**src/rtl/write_resp_router_if.sv**
```systemverilog
// Bus bundle for the write-response router: M1 AW/W observation, per-slave B
// channels, the M1 B channel, and the AW_BUSY hold-off to the address stage.
interface write_resp_router_if;
    localparam int ID_BITS  = 4;
    localparam int IDS_BITS = 8;
    localparam int N_SLAVES = 6;

    logic                               AWVALID_M1;
    logic                               AWREADY_M1;
    logic [ID_BITS-1:0]                 AWID_M1;
    logic [N_SLAVES-1:0]                AWVALID_S;

    logic                               WVALID_M1;
    logic                               WREADY_M1;
    logic                               WLAST_M1;

    logic [N_SLAVES-1:0][IDS_BITS-1:0]  BID_S;
    logic [N_SLAVES-1:0][1:0]           BRESP_S;
    logic [N_SLAVES-1:0]                BVALID_S;
    logic [N_SLAVES-1:0]                BREADY_S;

    logic [ID_BITS-1:0]                 BID_M1;
    logic [1:0]                         BRESP_M1;
    logic                               BVALID_M1;
    logic                               BREADY_M1;

    logic                               AW_BUSY;

    // Router side.
    modport slave (
        input  AWVALID_M1, AWREADY_M1, AWID_M1, AWVALID_S,
        input  WVALID_M1, WREADY_M1, WLAST_M1,
        input  BID_S, BRESP_S, BVALID_S, BREADY_M1,
        output BREADY_S, BID_M1, BRESP_M1, BVALID_M1, AW_BUSY
    );

    // Environment side: M1, the address decoder and the slaves.
    modport master (
        output AWVALID_M1, AWREADY_M1, AWID_M1, AWVALID_S,
        output WVALID_M1, WREADY_M1, WLAST_M1,
        output BID_S, BRESP_S, BVALID_S, BREADY_M1,
        input  BREADY_S, BID_M1, BRESP_M1, BVALID_M1, AW_BUSY
    );
endinterface

```
**src/rtl/write_resp_router.sv**
```systemverilog
// AXI B-channel stage for M1's single outstanding write: captures target and ID
// at AW, waits for WLAST, then forwards the selected slave's B or synthesises DECERR.
module write_resp_router (
    input  logic               clk,
    input  logic               rst,
    write_resp_router_if.slave bus
);
    localparam int ID_BITS = 4;

    typedef enum logic [1:0] {IDLE, WDATA, WAIT_B, DEC_RESP} state_t;

    state_t             state_q, state_d;
    logic [2:0]         sel_q, sel_d;
    logic               dec_q, dec_d;
    logic [ID_BITS-1:0] id_q, id_d;
    logic               busy_q;

    logic               aw_hs;
    logic               w_last_hs;
    logic [2:0]         aw_sel;
    logic               aw_hit;

    assign aw_hs     = bus.AWVALID_M1 & bus.AWREADY_M1;
    assign w_last_hs = bus.WVALID_M1 & bus.WREADY_M1 & bus.WLAST_M1;

    // Lowest asserted AWVALID_Sx wins if the decoder ever flags more than one.
    always_comb begin
        aw_sel = '0;
        aw_hit = 1'b0;
        for (int i = 5; i >= 0; i--) begin
            if (bus.AWVALID_S[i]) begin
                aw_sel = 3'(i);
                aw_hit = 1'b1;
            end
        end
    end

    always_comb begin
        // NOTE: every output of this block gets a default first, so no path leaves one unassigned and no latch is inferred.
        state_d       = state_q;
        sel_d         = sel_q;
        dec_d         = dec_q;
        id_d          = id_q;
        bus.BVALID_M1 = 1'b0;
        bus.BRESP_M1  = 2'b00;
        bus.BID_M1    = '0;
        bus.BREADY_S  = '0;

        unique case (state_q)
            IDLE: begin
                if (aw_hs) begin
                    id_d    = bus.AWID_M1;
                    sel_d   = aw_sel;
                    dec_d   = ~aw_hit;
                    state_d = WDATA;
                end
            end
            WDATA: begin
                if (w_last_hs)
                    state_d = dec_q ? DEC_RESP : WAIT_B;
            end
            WAIT_B: begin
                // Only the captured slave is ever allowed to complete its response.
                bus.BVALID_M1       = bus.BVALID_S[sel_q];
                bus.BRESP_M1        = bus.BRESP_S[sel_q];
                bus.BID_M1          = id_q;
                bus.BREADY_S[sel_q] = bus.BREADY_M1;
                if (bus.BVALID_S[sel_q] && bus.BREADY_M1)
                    state_d = IDLE;
            end
            DEC_RESP: begin
                bus.BVALID_M1 = 1'b1;
                bus.BRESP_M1  = 2'b11;
                bus.BID_M1    = id_q;
                if (bus.BREADY_M1)
                    state_d = IDLE;
            end
            default: state_d = IDLE;
        endcase
    end

    always_ff @(posedge clk or negedge rst) begin
        if (!rst) begin
            state_q <= IDLE;
            sel_q   <= '0;
            dec_q   <= 1'b0;
            id_q    <= '0;
            busy_q  <= 1'b0;
        end else begin
            // NOTE: non-blocking assignments so every flop samples pre-edge values regardless of statement order.
            state_q <= state_d;
            sel_q   <= sel_d;
            dec_q   <= dec_d;
            id_q    <= id_d;
            busy_q  <= (state_d != IDLE);
        end
    end

    assign bus.AW_BUSY = busy_q;

endmodule

```
**src/flat_wrapper.sv**
```systemverilog
// flat-port wrapper written by rule: the top's interface ports become plain ports
module write_resp_router_flat 
  (clk, rst, bus_AWVALID_M1, bus_AWREADY_M1, bus_AWID_M1, bus_AWVALID_S, bus_WVALID_M1, bus_WREADY_M1, bus_WLAST_M1, bus_BID_S, bus_BRESP_S, bus_BVALID_S, bus_BREADY_M1, bus_BREADY_S, bus_BID_M1, bus_BRESP_M1, bus_BVALID_M1, bus_AW_BUSY);
  write_resp_router_if bus_i ();
  input  logic clk;
  input  logic rst;
  input wire logic [$bits(bus_i.AWVALID_M1)-1:0] bus_AWVALID_M1;
  input wire logic [$bits(bus_i.AWREADY_M1)-1:0] bus_AWREADY_M1;
  input wire logic [$bits(bus_i.AWID_M1)-1:0] bus_AWID_M1;
  input wire logic [$bits(bus_i.AWVALID_S)-1:0] bus_AWVALID_S;
  input wire logic [$bits(bus_i.WVALID_M1)-1:0] bus_WVALID_M1;
  input wire logic [$bits(bus_i.WREADY_M1)-1:0] bus_WREADY_M1;
  input wire logic [$bits(bus_i.WLAST_M1)-1:0] bus_WLAST_M1;
  input wire logic [$bits(bus_i.BID_S)-1:0] bus_BID_S;
  input wire logic [$bits(bus_i.BRESP_S)-1:0] bus_BRESP_S;
  input wire logic [$bits(bus_i.BVALID_S)-1:0] bus_BVALID_S;
  input wire logic [$bits(bus_i.BREADY_M1)-1:0] bus_BREADY_M1;
  output wire logic [$bits(bus_i.BREADY_S)-1:0] bus_BREADY_S;
  output wire logic [$bits(bus_i.BID_M1)-1:0] bus_BID_M1;
  output wire logic [$bits(bus_i.BRESP_M1)-1:0] bus_BRESP_M1;
  output wire logic [$bits(bus_i.BVALID_M1)-1:0] bus_BVALID_M1;
  output wire logic [$bits(bus_i.AW_BUSY)-1:0] bus_AW_BUSY;
  assign bus_i.AWVALID_M1 = bus_AWVALID_M1;
  assign bus_i.AWREADY_M1 = bus_AWREADY_M1;
  assign bus_i.AWID_M1 = bus_AWID_M1;
  assign bus_i.AWVALID_S = bus_AWVALID_S;
  assign bus_i.WVALID_M1 = bus_WVALID_M1;
  assign bus_i.WREADY_M1 = bus_WREADY_M1;
  assign bus_i.WLAST_M1 = bus_WLAST_M1;
  assign bus_i.BID_S = bus_BID_S;
  assign bus_i.BRESP_S = bus_BRESP_S;
  assign bus_i.BVALID_S = bus_BVALID_S;
  assign bus_i.BREADY_M1 = bus_BREADY_M1;
  assign bus_BREADY_S = bus_i.BREADY_S;
  assign bus_BID_M1 = bus_i.BID_M1;
  assign bus_BRESP_M1 = bus_i.BRESP_M1;
  assign bus_BVALID_M1 = bus_i.BVALID_M1;
  assign bus_AW_BUSY = bus_i.AW_BUSY;
  write_resp_router u_core (.clk(clk), .rst(rst), .bus(bus_i));
endmodule
```
**config.mk**
```make
export PLATFORM = sky130hd
export DESIGN_NAME = write_resp_router_flat
export DESIGN_NICKNAME = d
export VERILOG_FILES = /design/src/rtl/write_resp_router_if.sv /design/src/rtl/write_resp_router.sv /design/src/flat_wrapper.sv
export SDC_FILE = /design/constraint.sdc
export NUM_CORES = 1
export LEC_CHECK = 0
export ABC_CLOCK_PERIOD_IN_PS = 1500
export BUFFER_PORTS_ARGS = -buffer_cell sky130_fd_sc_hd__buf_2
export CORE_UTILIZATION = 31
export DETAILED_ROUTE_END_ITERATION = 10
export PLACE_DENSITY = 0.79
export SYNTH_ARGS = -nofsm -noshare
export SYNTH_HDL_FRONTEND = slang
export SYNTH_SLANG_ARGS = --single-unit
```
**constraint.sdc**
```tcl
create_clock -name clk -period 1.5 [get_ports clk]
set_input_delay 0.075 -clock clk [delete_from_list [all_inputs] [get_ports clk]]
set_output_delay 0.075 -clock clk [all_outputs]
set_load 0.1 [all_outputs]
```
==> impl_metrics.py <==
metrics = {
    "clocking": {
        "clockBufferDepth": 2,
        "htree_num_levels": 1,
        "worstSkewPairLatency_ps": 260,
        "cts_inserted_buffers": 3,
        "root_buffer": "clkbuf_4",
        "tritoncts": "built",
        "clkSinkCount": 11,
        "clk_pin_slew_ps": 70,
    },
    "die": {
        "dieArea_mm2": 0.00265,
        "start_util": 0.337,
        "die_x_um": 51.5,
        "die_y_um": 51.5,
        "core_area_mm2": 0.00225,
        "rows": 17,
        "ios": 98,
    },
    "setup_path": {
        "startpoint_type": "flip-flop",
        "r2r-end": "u_core.dec_q",
        "cp_max_fo": 2,
        "worstSetupPathType": "flip-flop to primary output",
        "worstReg2RegStart": "u_core.state_q[0]",
        "reg2reg_slack_ps": 0,
        "required_ps": 1420,
        "cp.arrival_ps": 1750,
        "worstSetupEndpointType": "primary output",
        "ff2ff_path_depth": 5,
    },
    "detailed_routing": {
        "drc": 0,
        "routed_via_density": 5.01,
        "wire_per_inst_um": 13.9,
        "ant_nets": 0,
        "vias": 901,
        "finalWirelength_um": 2490,
        "dr.pass1.iters": 4,
        "drt_iter0_drc": 9,
    },
    "sta": {
        "rsz0062_at_grt": "true",
        "relSlewSlack": 0.681,
        "hold_violations": 0,
        "slew_viol_final": 0,
        "fmax_mhz": 547,
        "skew_ps": 1.21,
        "setup_viol": 9,
        "worst_slew_pin_slew_ps": 482,
        "period_share": 1.22,
        "period_needed_ps": 1830,
        "final.setup.worst_slack_ps": -327,
    },
    "place": {
        "portBuffers": 49,
        "dp_cells": 169,
        "gp_congestion": 0.720,
        "post-dp-hpwl_um": 1870,
        "post-place-ws_ps": -111,
    },
    "yosys": {
        "syn_nets": 169,
        "synth.distinct_cells": 32,
        "ys_seq_area_frac": 0.362,
        "avgSynthCellArea_um2": 8.94,
        "synth_edf_count": 0,
        "synth_area_um2": 759,
        "ys_warn_count": 0,
        "async_reset_ff_frac": 1.00,
        "synthFlopType": "dfrtp_1",
        "synthCells": 85,
        "ys_ff_latch": 11,
    },
    "finish": {
        "drive_above_1_share": 0.664,
        "area_growth_pct": 103,
        "fin_util": 0.684,
        "stdcell_count": 180,
        "final_nets": 237,
        "antenna_cells": 0,
    },
    "min_path": {
        "holdPathEnd": "u_core.dec_q",
        "hp-class": "input port to flip-flop",
        "hold_depth": 2,
        "min-delay-start": "bus_AWVALID_S[5]",
    },
    "pwr": {
        "power_frac_clock": 0.069,
        "p_leak_nw": 0.681,
        "power_density_mw_per_mm2": 1840,
        "swShare": 0.497,
        "max-vdd-ir-drop_mv": 1.11,
        "combinationalPowerShare": 0.745,
        "seq_power_share": 0.186,
        "p_sw_mw": 1.41,
        "p_int_mw": 1.42,
    },
    "grt": {
        "antenna_found_initial": 0,
        "grt_max_degree": 12,
        "grt_usage": 0.205,
        "overflow": 0,
        "grt_pass1_vias": 933,
        "grt_pass1_wl_um": 4020,
    },
    "outcome": {
        "violations": "setup timing",
        "status": "complete, but fails checks",
    },
    "job": {
        "cap_viol_max_count": 0,
    },
}
==> power by group through the flow <==
stage | Combinational [mW] | Sequential, mW | Clock (mW)
floorplan | 1.11 | 0.598 | 0
global placement | 1.75 | 0.507 | 0
detailed placement | 1.79 | 0.520 | 0
CTS | 2.05 | 0.519 | 0.208
global route | 2.22 | 0.546 | 0.221
finish | 2.11 | 0.527 | 0.196
==> sequential cells by signal, indices dropped and copies added (netlist names) <==
| register | cells |
|---|---|
| u_core.sel_q | 3 |
| u_core.dec_q | 1 |
| u_core.bus.AW_BUSY | 1 |
| u_core.id_q | 4 |
| u_core.state_q | 2 |
==> cell usage after synthesis, drive strengths merged (3+ instances only) <==
master,n,area [um^2]
a211oi,3,22.5
a21oi,5,25.0
and2,4,25.0
buf,4,20.0
dfrtp,11,275
mux2,5,56.3
nand2,8,30.0
nand2b,5,31.3
nand3,4,25.0
nor2,8,32.5
nor2b,4,25.0
o21ai,3,15.0
==> worst max-delay path by stage <==
stage,startpoint,to,slack (ps),cells after the start
after global placement,u_core.sel_q[0],bus_BVALID_M1,-90,5
after global routing,u_core.sel_q[0],bus_BVALID_M1,-370,6
after detailed placement,u_core.sel_q[0],bus_BVALID_M1,-110,5
final,u_core.sel_q[0],bus_BVALID_M1,-330,5
after floorplan,u_core.sel_q[0],bus_BREADY_S[2],-200,3
after CTS,u_core.sel_q[0],bus_BVALID_M1,-320,5
==> cells in the final DEF, fill, tap and decap left out, types with 2 or more instances in the layout <==
master | synthesis | layout
a21oi_1 | 5 | 5
and2_1 | 4 | 4
buf_12 | 0 | 12
buf_2 | 4 | 36
buf_4 | 0 | 13
buf_6 | 0 | 4
buf_8 | 0 | 2
clkbuf_4 | 0 | 3
dfrtp_1 | 11 | 10
inv_1 | 2 | 2
mux2_2 | 5 | 5
mux2i_1 | 2 | 2
nand2_1 | 8 | 8
nand2b_1 | 5 | 3
nand2b_4 | 0 | 2
nand3_2 | 1 | 3
nand3b_1 | 2 | 2
nor2_1 | 7 | 3
nor2_4 | 0 | 4
nor2b_4 | 0 | 3
nor3_4 | 0 | 2
o21ai_1 | 1 | 2
==> layer usage <==
layer / part of all wire / track usage
met1: 0.39 / 0.224
met2: 0.51 / 0.394
met3: 0.083 / 0.0292
met5: 0 / 0
met4: 0.012 / 0.0766
==> layout make-up <==
class / instances / area, um^2
Tap cell: 28 / 35.0
Sequential cell: 11 / 277
Fill cell: 184 / 712
Clock buffer: 4 / 26.3
Multi-Input combinational cell: 67 / 594
Timing Repair Buffer: 68 / 603
Inverter: 2 / 7.51
==> metrics by stage <==
step           instance area [um^2]  TNS [ps]  power [mW]  hold WS, ps
4_1_cts                        1510     -1320        2.77         6.20
3_3_place_gp                   1350     -91.8        2.26        -49.2
3_5_place_dp                   1350      -111        2.31        -41.6
6_report                       1540     -1390        2.83         18.5
5_1_grt                        1540     -2260        2.98         13.3
2_1_floorplan                   825      -725        1.71         -221
==> worst max-delay path: stages, from the launching register on <==
cell and delay, ps:
dfrtp_1 400, mux4_2 530, nand2b_1 120, nand2_1 70, o21a_2 200, buf_8 170
==> what timing repair did <==
action,4_1_cts,5_1_grt
resized for setup,23,7
pin swaps,5,6
setup buffers,5,2
cloned,0,0
setup endpoints to repair,9,12
hold endpoints to repair,11,0
hold buffers,1,0
==> logic make-up (layout without fill, tap and decap cells) <==
kind of cell | after synthesis | count (layout) | synth area share
compound gates | 19 | 19 | 0.175
buf+inv | 7 | 74 | 0.0412
flops | 11 | 11 | 0.362
mux | 8 | 8 | 0.130
simple gates | 40 | 40 | 0.292
Power figures use the tool's default switching activity.
